--- config.mk ---
export PLATFORM = sky130hd
export DESIGN_NAME = sat_counter
export DESIGN_NICKNAME = d
export VERILOG_FILES = /design/src/rtl/sat_counter.sv
export SDC_FILE = /design/constraint.sdc
export NUM_CORES = 1
export LEC_CHECK = 0
export ABC_CLOCK_PERIOD_IN_PS = 1750
export BUFFER_PORTS_ARGS = -buffer_cell sky130_fd_sc_hd__buf_2
export CAP_MARGIN = 20
export CORE_MARGIN = 2
export CORE_UTILIZATION = 47
export DETAILED_ROUTE_END_ITERATION = 8
export GPL_TIMING_DRIVEN = 0
export PLACE_DENSITY = 0.73
export SYNTH_ARGS = -nofsm -noshare
export SYNTH_HDL_FRONTEND = slang
export SYNTH_SLANG_ARGS = --single-unit
--- constraint.sdc ---
create_clock -name clk -period 1.75 [get_ports clk]
set_clock_uncertainty 0.15 [all_clocks]
set_input_delay 0.4375 -clock clk [delete_from_list [all_inputs] [get_ports clk]]
set_output_delay 0.4375 -clock clk [all_outputs]
set_load 0.01 [all_outputs]
--- src/rtl/sat_counter.sv ---
// Saturating up-counter with synchronous clear; an increment coinciding
// with a clear leaves the count at one.
module sat_counter #(
    parameter int W = 16
) (
    input  logic         clk,
    input  logic         reset,
    input  logic         clr,
    input  logic         inc,
    output logic [W-1:0] q
);

    always_ff @(posedge clk or posedge reset) begin
        if (reset) begin
            q <= '0;
        end else if (clr) begin
            q <= W'(inc);
        end else if (inc && (q != {W{1'b1}})) begin
            q <= q + W'(1);
        end
    end

endmodule

==> run metrics <==
status complete, but fails checks; failing checks negative setup slack; port bufs 18; # Max-Cap Violations 0; hold crit path type in2async; R2R cell count 5; Top Ports 20; Via-to-Cell Ratio 5.86; Comb power frac 0.122; unrepaired setup endpoints after global routing true; maximum fanout along the worst path 5; Final Max Slew Viols 0; transition time of the tightest slew-check pin 0.634 ns; antenna-violating nets left 0; Synth Net Count 101; Post-Syn Area 925 sq um; Die Span X 48.4 microns; final setup margin -0.128 ns; synth unique cells 31; Peak VDD IR 0.000539 V; Reg clk slew, reported paths 0.10 ns; Net Sw Power 179 uW; FF-to-FF setup slack -0.13 ns; initial DRC count 35; largest family of logic cells by synthesized area simple AND/OR/NAND/NOR gates; Max Clk Rate 532 MHz; Reg2Reg Launch Point q[0]; TritonRoute pass-1 iters 4; minimum clock period 1.88 ns; vias after detailed routing 932; sequential share of power 0.564; Die Ht 48.4 microns; register area share after synthesis 0.433; Avg Cell Area, Syn 9.63 sq um; CTS Buf Count 3; row cnt 16; P_leak 0.000523 uW; Num Clock Sinks 16; Top Registers q x16; Final GP Congestion 0.859; clk_lat worst skew 0.29 ns; number of cells after detailed placement 141; total gr overflow 0; Internal 505 uW; Area growth syn-to-layout 35.7%; Final Hold Vio Count 0; count of hold-fix buffers inserted at cts 0; Top reg by flops q; FF-to-FF End q[12]; Clk network pwr share 0.313; # DRC 0; Compound-Gate Fraction of Synth Area 0.207; setup violators final 13; clock buffer depth 2; nets 138; largest net degree at the start of global routing 17; Post-Synth Adder-Cell Area 0.0135; max reg flops 16; Final Cell Area 1250 sq um; H-tree levels 1; Simple-Gate Fraction of Synth Area 0.302; area used by multi-input combinational logic 563 sq um; All-Layer GR Usage 0.215; total inserted antenna cells 0; Tcrit/Tclk final 1.07; Yosys reg bits 16; Placement Cell Area 1060 sq um; Synth Area in XOR/XNOR 0.00947; CTS root buf clkbuf_4; Rel. slew slack 0.577; DP HPWL 1460 microns; Yosys warning count 0; critical path endpoint q[12]; Crit. Startpoint q[0]; WL per Instance 14.3 microns; PD cells 545 nW/um^2; crit path launch type register; FF+latch area 410 sq um; vias in the first global route 879; fin cells 159; routed wire length 2280 microns; core footprint 1900 sq um; die area 2340 sq um; crit path kind reg2reg; CP Capture Type register; first-pass GRT wire length 4020 microns; initial antenna violation count 0; Net Sw Frac 0.262; CP required 1.82 ns; mux cell area share after synthesis 0.0108; CTS tree done; crit path DAT 1.95 ns; initial core utilization 0.486; Post-Synthesis Cells 96; Fillers 155; layout cells sized above 1 0.432
[area by class of cell]
type | count | area share
clock buffers | 4 | 0.0209
well taps | 27 | 0.0269
flip-flops and latches | 16 | 0.327
repair buffers | 32 | 0.159
multi-input cells | 74 | 0.449
inverters | 4 | 0.0120
plain buffers | 2 | 0.00598
[cell usage in the layout (no fill, tap or decap), drive strengths merged]
cell type	instances
o31ai	6
inv	4
nand3b	1
and4	2
o41ai	2
dfrtp	16
buf	33
nor2	3
and2	2
or3b	1
a211oi	2
or4	5
a21oi	11
o21ai	5
ha	1
mux2i	1
nand2	8
nand3	4
nand4	6
nor3	3
xor2	1
or3	6
nand2b	1
clkbuf	5
and3	2
o211ai	1
[synthesized netlist by cell type]
library cell  instances  share of area
dfrtp_1              16           0.43
a21oi_1              11          0.060
nand2_1               8          0.032
o31ai_1               6          0.049
nand4_1               5          0.034
or3_1                 5          0.034
or4_1                 5          0.041
inv_1                 4          0.016
nand3_1               4          0.022
nor2_1                3          0.012
o21ai_1               3          0.016
a211oi_1              2          0.016
and2_1                2          0.014
and3_1                2          0.014
and4_1                2          0.019
nor3_1                2          0.011
o21ai_0               2          0.011
buf_1                 1         0.0041
clkbuf_1              1         0.0041
ha_1                  1          0.014
mux2i_1               1          0.011
nand2b_1              1         0.0068
nand3b_1              1         0.0081
nand4_4               1          0.023
nor3_2                1          0.011
o211ai_1              1         0.0081
o41ai_2               1          0.018
o41ai_4               1          0.030
or3_4                 1          0.012
or3b_2                1         0.0095
xor2_1                1         0.0095
[per-layer routing]
| layer | global-route usage | up-vias | part of all wire | wire length (microns) |
|---|---|---|---|---|
| li1 | - | 446 | - | - |
| met1 | 0.289 | 445 | 0.43 | 989 |
| met2 | 0.350 | 38 | 0.50 | 1140 |
| met3 | 0.0463 | 3 | 0.056 | 128 |
| met4 | 0.0619 | 0 | 0.0075 | 17 |
| met5 | 0 | - | 0 | 0 |
[kinds of logic (layout without fill, tap and decap cells)]
kind of cell | Yosys count | in the layout
fa+ha+maj | 1 | 1
xor+xnor | 1 | 1
mux | 1 | 1
buf+inv | 6 | 42
flops | 16 | 16
compound gates | 27 | 27
simple gates | 44 | 44
[worst max-delay path: stages, from the launching register on]
cell     delay (ns)
dfrtp_2        0.41
ha_4           0.16
nand4_4        0.16
or3_4          0.45
or3_1          0.34
a21oi_2        0.13
[what timing repair did]
item | 4_1_cts | 5_1_grt
gates resized for setup | 2 | 13
pin swaps | 13 | 11
setup buffers | 11 | 3
gates cloned | 0 | 0
setup endpoints to repair | 15 | 16
[per-stage QoR]
| stage | hold WS, ns | TNS, ns | power, uW | setup WS, ns | util |
|---|---|---|---|---|---|
| detailed placement | 0.396 | -1.11 | 459 | -0.180 | 0.560 |
| global placement | 0.387 | -0.669 | 456 | -0.141 | 0.560 |
| CTS | 0.0750 | -0.625 | 685 | -0.0894 | 0.620 |
| finish | 0.0540 | -0.700 | 684 | -0.128 | 0.660 |
| floorplan | 0.201 | -0.109 | 435 | -0.0650 | - |
| global route | 0.119 | -2.02 | 715 | -0.203 | 0.660 |
[power groups by stage]
| stage | combinational [uW] | clock [uW] | sequential [uW] |
|---|---|---|---|
| 2_1_floorplan | 37.4 | 0 | 398 |
| 6_report | 83.7 | 214 | 386 |
| 4_1_cts | 79.0 | 220 | 386 |
| 3_3_place_gp | 61.3 | 0 | 395 |
| 3_5_place_dp | 63.4 | 0 | 395 |
| 5_1_grt | 95.3 | 232 | 388 |
[worst min-delay path by stage]
stage / start / to / slack, ns / cells after the start
after global placement: reset / q[6] / 0.39 / 2
after CTS: reset / q[6] / 0.08 / 2
after detailed placement: q[0] / q[0] / 0.40 / 1
final: reset / q[6] / 0.05 / 2
after global routing: reset / q[6] / 0.12 / 2
after floorplan: reset / q[10] / 0.20 / 1
No activity file was read; power rests on OpenSTA's default activity.
